--- config.mk ---
export PLATFORM = sky130hd
export DESIGN_NAME = spi_ctrl_flat
export DESIGN_NICKNAME = d
export VERILOG_FILES = /design/src/rtl/spi_ctrl_if.sv /design/src/rtl/spi_ctrl.sv /design/src/flat_wrapper.sv
export SDC_FILE = /design/constraint.sdc
export NUM_CORES = 1
export LEC_CHECK = 0
export CAP_MARGIN = 20
export CORE_ASPECT_RATIO = 0.6
export CORE_MARGIN = 2
export CORE_UTILIZATION = 55
export CTS_CLUSTER_DIAMETER = 60
export CTS_CLUSTER_SIZE = 25
export DETAILED_ROUTE_END_ITERATION = 12
export PLACE_DENSITY = 0.9
export SETUP_SLACK_MARGIN = 0.5
export SLEW_MARGIN = 20
export SYNTH_ARGS = -nofsm -noshare
export SYNTH_HDL_FRONTEND = slang
export SYNTH_SLANG_ARGS = --single-unit
--- constraint.sdc ---
create_clock -name clk -period 3.5 [get_ports clk]
set_input_delay 0.7 -clock clk [delete_from_list [all_inputs] [get_ports clk]]
set_output_delay 0.7 -clock clk [all_outputs]
set_load 0.01 [all_outputs]
--- src/rtl/spi_ctrl_if.sv ---
// rtl/spi_ctrl_if.sv - host register bus between gpmc_sync and spi_ctrl
// Ports (signals):
//   cs, we, oe : active-low chip select, write enable, output enable
//   address    : register address
//   data_in    : host write data
//   data_out   : registered host read data
// Modports: master = bus driver (gpmc_sync side), slave = spi_ctrl side.
interface spi_ctrl_if #(
  parameter int ADDR_WIDTH = 4,
  parameter int DATA_WIDTH = 16
);
  logic                  cs;
  logic                  we;
  logic                  oe;
  logic [ADDR_WIDTH-1:0] address;
  logic [DATA_WIDTH-1:0] data_in;
  logic [DATA_WIDTH-1:0] data_out;

  modport master (output cs, we, oe, address, data_in, input data_out);
  modport slave  (input cs, we, oe, address, data_in, output data_out);
endinterface

--- src/rtl/spi_ctrl.sv ---
// rtl/spi_ctrl.sv - register-mapped sequencer feeding an spi master from a TX FIFO
// Ports:
//   clk, rst_n      : clock, synchronous active-low reset
//   bus             : host register bus (spi_ctrl_if.slave)
//   spi_rst         : active-high reset to the spi master
//   spi_clk_div     : clock divider for the spi master
//   spi_start       : one-cycle transfer start
//   spi_tx          : byte being transmitted
//   spi_rx          : received byte, valid with spi_new_data
//   spi_busy        : spi master transferring
//   spi_new_data    : one-cycle transfer-complete pulse
//   irq             : rx interrupt, active-high
// Registers: 0 setup, 2 state, 4 transmit, 6 receive.
module spi_ctrl #(
  parameter int ADDR_WIDTH = 4,
  parameter int DATA_WIDTH = 16,
  parameter int FIFO_DEPTH = 4
) (
  input  logic        clk,
  input  logic        rst_n,
  spi_ctrl_if.slave   bus,
  output logic        spi_rst,
  output logic [4:0]  spi_clk_div,
  output logic        spi_start,
  output logic [7:0]  spi_tx,
  input  logic [7:0]  spi_rx,
  input  logic        spi_busy,
  input  logic        spi_new_data,
  output logic        irq
);
  localparam int PTR_W = $clog2(FIFO_DEPTH);
  localparam logic [ADDR_WIDTH-1:0] ADDR_SETUP = ADDR_WIDTH'(0);
  localparam logic [ADDR_WIDTH-1:0] ADDR_STATE = ADDR_WIDTH'(2);
  localparam logic [ADDR_WIDTH-1:0] ADDR_TX    = ADDR_WIDTH'(4);
  localparam logic [ADDR_WIDTH-1:0] ADDR_RX    = ADDR_WIDTH'(6);

  typedef enum logic [2:0] {IDLE, LOAD, START, WAIT_BUSY, WAIT_DONE} state_t;
  state_t state, state_next;

  logic [7:0]       fifo_mem [FIFO_DEPTH];
  logic [PTR_W-1:0] wr_ptr, rd_ptr;
  logic [PTR_W:0]   count;

  logic       wr_cond, rd_cond, wr_prev, rd_prev, wr_fire, rd_fire;
  logic       sel_setup, sel_state, sel_tx, sel_rx;
  logic [4:0] clk_div;
  logic       send_en, irq_en;
  logic       rx_valid, rx_overrun, tx_overflow;
  logic [7:0] rx_byte;
  logic       soft_rst, tx_full, tx_empty, pop, push_req, push, ovf_set;
  logic       capture, rx_read, clr_w;
  logic [DATA_WIDTH-1:0] rd_data;

  // A held strobe acts once: only the cycle the condition first appears fires.
  assign wr_cond = !bus.cs && !bus.we && bus.oe;
  assign rd_cond = !bus.cs && bus.we && !bus.oe;
  assign wr_fire = wr_cond && !wr_prev;
  assign rd_fire = rd_cond && !rd_prev;

  assign sel_setup = (bus.address == ADDR_SETUP);
  assign sel_state = (bus.address == ADDR_STATE);
  assign sel_tx    = (bus.address == ADDR_TX);
  assign sel_rx    = (bus.address == ADDR_RX);

  assign soft_rst = wr_fire && sel_setup && bus.data_in[0];
  assign tx_full  = (count == (PTR_W+1)'(FIFO_DEPTH));
  assign tx_empty = (count == '0);
  assign pop      = (state == LOAD);
  assign push_req = wr_fire && sel_tx;
  // A pop in the same cycle frees a slot, so a push into a full FIFO still lands.
  assign push     = push_req && (!tx_full || pop);
  assign ovf_set  = push_req && tx_full && !pop;
  assign capture  = (state == WAIT_DONE) && spi_new_data;
  assign rx_read  = rd_fire && sel_rx;
  assign clr_w    = wr_fire && sel_state;

  assign spi_clk_div = clk_div;
  assign irq         = irq_en && rx_valid;

  always_comb begin
    rd_data = '0;
    if (sel_setup)      rd_data[7:1] = {irq_en, send_en, clk_div};
    else if (sel_state) rd_data[5:0] = {tx_overflow, rx_overrun, tx_empty, tx_full,
                                        rx_valid, (state != IDLE)};
    else if (sel_rx)    rd_data[7:0] = rx_byte;
  end

  always_comb begin
    state_next = state;
    spi_start  = 1'b0;
    case (state)
      IDLE:      if (send_en && !tx_empty) state_next = LOAD;
      LOAD:      state_next = START;
      START: begin
        spi_start  = 1'b1;
        state_next = WAIT_BUSY;
      end
      WAIT_BUSY: begin
        if (spi_new_data)  state_next = IDLE;
        else if (spi_busy) state_next = WAIT_DONE;
      end
      WAIT_DONE: if (spi_new_data) state_next = IDLE;
      default:   state_next = IDLE;
    endcase
    if (soft_rst) state_next = IDLE;
  end

  always_ff @(posedge clk) begin
    if (!rst_n) state <= IDLE;
    else        state <= state_next;
  end

  // Storage array carries no reset; count and pointers define its contents.
  always_ff @(posedge clk) begin
    if (push) fifo_mem[wr_ptr] <= bus.data_in[7:0];
  end

  always_ff @(posedge clk) begin
    if (!rst_n) begin
      wr_prev      <= 1'b0;
      rd_prev      <= 1'b0;
      spi_rst      <= 1'b1;
      clk_div      <= '0;
      send_en      <= 1'b0;
      irq_en       <= 1'b0;
      wr_ptr       <= '0;
      rd_ptr       <= '0;
      count        <= '0;
      spi_tx       <= '0;
      rx_byte      <= '0;
      rx_valid     <= 1'b0;
      rx_overrun   <= 1'b0;
      tx_overflow  <= 1'b0;
      bus.data_out <= '0;
    end else begin
      wr_prev <= wr_cond;
      rd_prev <= rd_cond;
      spi_rst <= soft_rst;
      if (wr_fire && sel_setup) {irq_en, send_en, clk_div} <= bus.data_in[7:1];
      if (capture) rx_byte <= spi_rx;
      if (rd_fire) bus.data_out <= rd_data;

      if (soft_rst) begin
        wr_ptr      <= '0;
        rd_ptr      <= '0;
        count       <= '0;
        rx_valid    <= 1'b0;
        rx_overrun  <= 1'b0;
        tx_overflow <= 1'b0;
      end else begin
        if (push) wr_ptr <= wr_ptr + 1'b1;
        if (pop) begin
          spi_tx <= fifo_mem[rd_ptr];
          rd_ptr <= rd_ptr + 1'b1;
        end
        if (push && !pop)      count <= count + 1'b1;
        else if (pop && !push) count <= count - 1'b1;

        // New data beats a concurrent read; set beats write-1-clear.
        if (capture)      rx_valid <= 1'b1;
        else if (rx_read) rx_valid <= 1'b0;
        if (capture && rx_valid && !rx_read)  rx_overrun <= 1'b1;
        else if (clr_w && bus.data_in[4])     rx_overrun <= 1'b0;
        if (ovf_set)                          tx_overflow <= 1'b1;
        else if (clr_w && bus.data_in[5])     tx_overflow <= 1'b0;
      end
    end
  end
endmodule

--- src/flat_wrapper.sv ---
// flat-port wrapper written by rule: the top's interface ports become plain ports
module spi_ctrl_flat 
#(
  parameter int ADDR_WIDTH = 4,
  parameter int DATA_WIDTH = 16,
  parameter int FIFO_DEPTH = 4
)
  (clk, rst_n, spi_rst, spi_clk_div, spi_start, spi_tx, spi_rx, spi_busy, spi_new_data, irq, bus_cs, bus_we, bus_oe, bus_address, bus_data_in, bus_data_out);
  spi_ctrl_if #(.ADDR_WIDTH(ADDR_WIDTH), .DATA_WIDTH(DATA_WIDTH)) bus_i ();
  input  logic clk;
  input  logic rst_n;
  output logic spi_rst;
  output logic [4:0] spi_clk_div;
  output logic spi_start;
  output logic [7:0] spi_tx;
  input  logic [7:0] spi_rx;
  input  logic spi_busy;
  input  logic spi_new_data;
  output logic irq;
  input wire logic [$bits(bus_i.cs)-1:0] bus_cs;
  input wire logic [$bits(bus_i.we)-1:0] bus_we;
  input wire logic [$bits(bus_i.oe)-1:0] bus_oe;
  input wire logic [$bits(bus_i.address)-1:0] bus_address;
  input wire logic [$bits(bus_i.data_in)-1:0] bus_data_in;
  output wire logic [$bits(bus_i.data_out)-1:0] bus_data_out;
  assign bus_i.cs = bus_cs;
  assign bus_i.we = bus_we;
  assign bus_i.oe = bus_oe;
  assign bus_i.address = bus_address;
  assign bus_i.data_in = bus_data_in;
  assign bus_data_out = bus_i.data_out;
  spi_ctrl #(.ADDR_WIDTH(ADDR_WIDTH), .DATA_WIDTH(DATA_WIDTH), .FIFO_DEPTH(FIFO_DEPTH)) u_core (.clk(clk), .rst_n(rst_n), .bus(bus_i), .spi_rst(spi_rst), .spi_clk_div(spi_clk_div), .spi_start(spi_start), .spi_tx(spi_tx), .spi_rx(spi_rx), .spi_busy(spi_busy), .spi_new_data(spi_new_data), .irq(irq));
endmodule
==> After elaboration in Yosys (flattened, before gate mapping) <==
Memory sizes are Yosys's and may differ from the RTL's. A register that Yosys moved wholly into a read port is not among the register bits.
Cells that the tools add are included.
{ "totals": {"mem_bits_ro": 0, "word_cells": 100, "ramBits": 32, "inputBits": 35, "output_inout_bits": 32, "regBits": 39, "n_memories": 1, "latch_bits": 0} }
{ "memory_table": {"columns": ["name", "words", "word_bits", "read_ports", "rd_ports_with_merged_regs", "wr", "line_no", "rtl"], "rows": [
  ["u_core.fifo_mem", 4, 8, 1, 1, 1, "spi_ctrl.sv:40", "logic [7:0] fifo_mem [FIFO_DEPTH];"]
]} }
{ "classes": {"bitwise": 2, "add_sub_neg": 4, "shift": 0, "div_mod_pow": 0, "magnitude_cmp": 0, "n_mul": 0, "mux": 21, "reduce_logical": 46, "n_eq_ne": 11} }
{ "op_table": {"columns": ["cell", "n"], "rows": [
  ["$logic_and 1x1->1", 23],
  ["$mux 3", 6],
  ["$pmux 3 s5", 1],
  ["$logic_not 1->1", 11],
  ["$mux 1", 10],
  ["$eq 4x3->1 const B", 2],
  ["$mux 8", 1],
  ["$reduce_bool 2->1", 4],
  ["$mux 7", 1],
  ["$eq 3x2->1 const B", 2],
  ["$eq 3x3->1 const B", 2],
  ["$logic_not 3->1", 2],
  ["$mux 6", 1],
  ["$add 2x1->2 const B", 2],
  ["$eq 4x2->1 const B", 1],
  ["$logic_not 4->1", 1],
  ["$add 3x1->3 const B", 1],
  ["$eq 3x1->1 const B", 1],
  ["$ne 3x3->1 const B", 1],
  ["$reduce_and 3->1", 1],
  ["$reduce_bool 3->1", 1],
  ["$sub 3x1->3 const B", 1],
  ["$mux 2", 1],
  ["$ne 2x1->1 const B", 1],
  ["other kinds (5)", 6]
]} }

==> Longest topological paths before layout <==
{ "logic_depth": {"ltp_word": 10, "depth_mapped": 11, "ltp_nobuf": 9} }

==> Least setup slack after synthesis <==
No wires, ideal clock.
{ "synth_path": {"path_kind": "input to register", "startpoint": "in bus_cs", "endpoint": "reg u_core.count[2]", "path_stages": 10, "n_path_buf": 1, "setup_slack_ns": 0.982, "setup_ns": 0.115, "t_arrival_ns": 2.404, "required_ns": 3.385, "path_cell_list": "nor4b_4 > o211a_1 > buf_4 > ha_1 > inv_1 > fa_1 > xor2_1 > nor2_1 > xnor2_1 > nor2_1"} }
{ "synth_between": {"elab_chain_len": 9, "elab_cells_between_ends": 14, "cone_classes": "1 x mux; 13 x reduce/logical"} }
{ "synth_lines": {"columns": ["item", "line_no", "rtl"], "rows": [
  ["start, declared", "flat_wrapper.sv:20", "input wire logic [$bits(bus_i.cs)-1:0] bus_cs;"],
  ["$logic_not 1->1 (*)", "spi_ctrl.sv:55", "assign wr_cond = !bus.cs && !bus.we && bus.oe;"],
  ["$logic_and 1x1->1 (*) (2 in series)", "spi_ctrl.sv:55", null],
  ["$logic_and 1x1->1 (*)", "spi_ctrl.sv:57", "assign wr_fire = wr_cond && !wr_prev;"],
  ["$logic_and 1x1->1 (*)", "spi_ctrl.sv:69", "assign push_req = wr_fire && sel_tx;"],
  ["$logic_and 1x1->1 (*)", "spi_ctrl.sv:71", "assign push = push_req && (!tx_full || pop);"],
  ["named net u_core.push", "spi_ctrl.sv:50", "logic soft_rst, tx_full, tx_empty, pop, push_req, push, ovf_set;"],
  ["$logic_not 1->1", "spi_ctrl.sv:157", "else if (pop && !push) count <= count - 1'b1;"],
  ["$logic_and 1x1->1", "spi_ctrl.sv:157", null],
  ["$reduce_bool 2->1 (no line)", null, null],
  ["end signal, assigned", "spi_ctrl.sv:156", "if (push && !pop) count <= count + 1'b1;"],
  ["end signal, assigned", "spi_ctrl.sv:157", null],
  ["end, declared", "spi_ctrl.sv:42", "logic [PTR_W:0] count;"]
]} }
The timed path passes the listed nets; every way through them passes the cells marked *.
A chain may end at the register's enable or synchronous reset.

==> Final worst setup path <==
{ "layout_path": {"startpoint": "in bus_cs", "endpoint": "reg u_core.count[2]"} }
{ "layout_between": {"elab_chain_len": 9, "elab_cells_between_ends": 14, "cone_classes": "1 x mux; 13 x reduce/logical"} }
{ "layout_lines": {"columns": ["item", "line_no"], "rows": [
  ["$logic_not 1->1 (*)", "spi_ctrl.sv:55"],
  ["$logic_and 1x1->1 (*) (2 in series)", "spi_ctrl.sv:55"],
  ["$logic_and 1x1->1 (*)", "spi_ctrl.sv:57"],
  ["$logic_and 1x1->1", "spi_ctrl.sv:69"],
  ["$logic_and 1x1->1", "spi_ctrl.sv:71"],
  ["$logic_not 1->1", "spi_ctrl.sv:157"],
  ["$logic_and 1x1->1", "spi_ctrl.sv:157"],
  ["$reduce_bool 2->1 (no line)", null]
]} }
Mark *: on every way between the ends. The rest lies on a longest branch, timed or not.

==> run_results.csv <==
group,metric,value,unit
status,run_status,"complete, no violations",
route,drt-met1-wl,3350,µm
synth,synth_cell_types,50,
finish,seqCellArea,0.00190,mm²
worst_setup_path,slowest_stage,"clkdlybuf4s50_1",
sta,setup_slack,0.630,ns
worst_setup_path,worstPathArrival,3.11,ns
sta,finalHoldViolCount,0,
sta,slew_violations,0,
sta,max-slew-margin-rel,0.569,
finish,stdcell_count,432,
worst_setup_path,cp_max_fo,7,
sta,fin_tns_setup,0,ns
route,wl_per_cell,16.6,µm
synth,synth-seq-cells,79,
synth,syn_area,0.00344,mm²
synth,synth_top_area_frac,0.280,
sta,fmax,0.348,GHz
place,placed_cells,416,
cts,clock_latency,0.35,ns
place,gp_congestion,0.922,
worst_setup_path,end_kind,"flip-flop",
floorplan,die_w,106,µm
place,post-dp-hpwl,4970,µm
synth,synth-edff-count,32,
cts,clockRootBuffer,"clkbuf_8",
cts,clock-sinks,79,
worst_setup_path,crit_path_frequent_cell,"nor2_1",
cts,cts_inserted_buffers,9,
grt,grt_max_degree,22,
route,vias_per_cell,5.51,
grt,antenna_found_initial,0,
job,cap_violations,0,
worst_setup_path,cp_top_family,"simple AND/OR/NAND/NOR gates",
worst_setup_path,cp_cell_sequence,"clkdlybuf4s50_1, nor4b_4, o211a_1, ha_1, inv_1, fa_1, xor2_1, nor2_1, xnor2_1, nor2_1",
cts,path_clk_slew,0.08,ns
worst_setup_path,cp_data_required_time,3.74,ns
synth,ys_async_sr_fraction,0,
place,io_buffers,50,
worst_setup_path,max_stage_delay,0.52,ns
cts,htreeDepth,3,
route,drt-initial-drc-count,250,
sta,finalCritPeriodShare,0.820,
route,drt_pass1_iterations,5,
sta,min_period,2.87,ns
finish,multi_input_area,0.00136,mm²
sta,worstMarginPinSlew,0.642,ns
cts,tritoncts,"done",
synth,ys_seq_area_frac,0.553,
finish,area_growth,20.8,%
floorplan,rows,22,
route,top_layer_used,"met4",
synth,synthCells,294,
finish,nets,384,
grt,overflow,0,
route,wl_met3,512,µm
route,drc,0,
route,wl_met2,3220,µm
route,routed_wirelength,7160,µm
place,dp_slack,0.248,ns
grt,grt_pass1_wl,11500,µm
pwr,powerDensity,431,mW/mm²
route,ant_nets,0,
floorplan,pin_count,67,
cts,clock_path_buffers,2,
cts,cts_hold_buf,0,
floorplan,start_util,0.565,
synth,synth_top_flop_cell,"dfxtp_1",
pwr,peakVddDrop,211,µV
finish,nFillCells,445,
worst_setup_path,critical_path_class,"input port to flip-flop",
hold_path,hp-class,"flip-flop to flip-flop",
worst_setup_path,cp-start-kind,"input port",
synth,avgSynthCellArea,11.7,µm²
floorplan,core-area,0.00608,mm²
worst_setup_path,critPathBufInv,2,
synth,yosys_warnings,0,
cts,post_cts_buffers,0,
grt,grt_pass1_vias,2202,
grt,grtUsageTotal,0.226,
finish,drive_gt1_frac,0.141,
floorplan,die_area,0.00692,mm²
floorplan,die_h,65.2,µm
cts,ctsResizeCount,0,
synth,synthTopCellsByArea,"edfxtp_1 28%, dfxtp_1 27%, mux4_2 5.2%",
sta,clock_skew,0.0106,ns
synth,synth_area_leader_cell,"edfxtp_1",
pwr,p_leak,1.40,nW
route,vias,2379,
finish,diodes,0,
sta,rsz0062_at_grt,"false",
sta,setup_violations,0,
-- worst reg2reg max path, stage by stage, from the launching register on --
cell and delay (ns):
dfxtp_1 0.44, nor3b_4 0.36, o211a_1 0.34, ha_1 0.22
inv_1 0.06, fa_1 0.38, xor2_1 0.15, nor2_1 0.13
xnor2_1 0.14, nor2_1 0.05
-- cells in the final DEF (no fill, tap or decap), types with 2 or more instances in the layout --
cell and instances:
inv_1 5, a21boi_0 15, nor4b_1 2, mux2_2 2
a21oi_1 6, and2_1 5, ha_1 5, nor3_1 3
nand3_1 18, o21ai_0 10, o21ai_2 8, dfxtp_1 47
xnor2_1 3, a221oi_1 6, nand3_2 2, mux4_2 8
inv_6 3, buf_4 6, nand2_1 40, clkdlybuf4s50_1 50
clkbuf_8 9, nor3b_1 4, a32oi_1 2, edfxtp_1 32
mux2i_1 2, nor4bb_1 2, nor2_1 19, xor2_1 3
conb_1 8
-- cell usage after synthesis, types with 3 or more instances --
library cell,n
xnor2_1,3
mux4_2,8
o21ai_0,10
nor2_1,19
nand3_1,18
nor3_1,3
buf_4,9
inv_1,5
xor2_1,3
buf_2,6
o21ai_2,8
buf_6,4
and2_1,5
a21oi_1,6
a21boi_0,15
nor3b_1,4
a221oi_1,6
nand2_1,40
clkbuf_1,4
dfxtp_1,47
ha_1,5
edfxtp_1,32
-- registers in the layout, summed over array words and instances (netlist names), 2 cells and up --
signal and count:
u_core.fifo_mem 32, u_core.bus.data_out 8, u_core.count 3, u_core.state 3, u_core.rx_byte 8, u_core.spi_tx 8, u_core.wr_ptr 2, u_core.rd_ptr 2
u_core.spi_clk_div 5
-- cell type report --
class,instances,share of cell area
clock inverters,6,0.0169
repair buffers,56,0.131
multi-input cells,191,0.327
inverters,6,0.00542
well taps,84,0.0253
flip-flops and latches,79,0.458
clock buffers,10,0.0359
-- per-layer routing --
metal  GRT usage  up-vias
li1            -     1140
met1       0.315     1120
met2       0.348      108
met3      0.0734       11
met4      0.0526        0
met5           0        -
-- logic make-up after synthesis --
logic type               after synthesis  share of synthesized area
multiplexers                          12                     0.0648
buffers and inverters                 31                     0.0593
XOR/XNOR                               6                     0.0153
AO/OA/AOI/OAI                         51                      0.111
flip-flops                            79                      0.553
other                                  1                    0.00109
adder cells (fa/ha/maj)                6                     0.0240
AND/OR/NAND/NOR                      108                      0.171
-- where the power goes --
part	switching, mW	internal [mW]
Combinational	0.0521	0.0502
Sequential	0.00354	0.961
Clock	0.344	0.380
-- metrics by stage --
stage          area, µm²  hold slack (ns)   util  total power [mW]
2_1_floorplan       3460            0.440      -              1.03
4_1_cts             4150            0.466  0.682              1.80
3_3_place_gp        3930            0.447  0.646              1.08
6_report            4150            0.464  0.682              1.79
5_1_grt             4150            0.482  0.682              1.85
3_5_place_dp        3930            0.452  0.646              1.09
-- worst paths after layout --
path	start	endpoint	depth (start not counted)	slack, ns
worst max-delay path	bus_cs	u_core.count[2]	10	0.63
worst min-delay path	u_core.spi_tx[7]	u_core.spi_tx[7]	2	0.46
worst max register to register	u_core.state[0]	u_core.count[2]	9	1.12
worst min register to register	u_core.spi_tx[7]	u_core.spi_tx[7]	2	0.46
Power figures use the tool's default switching activity.
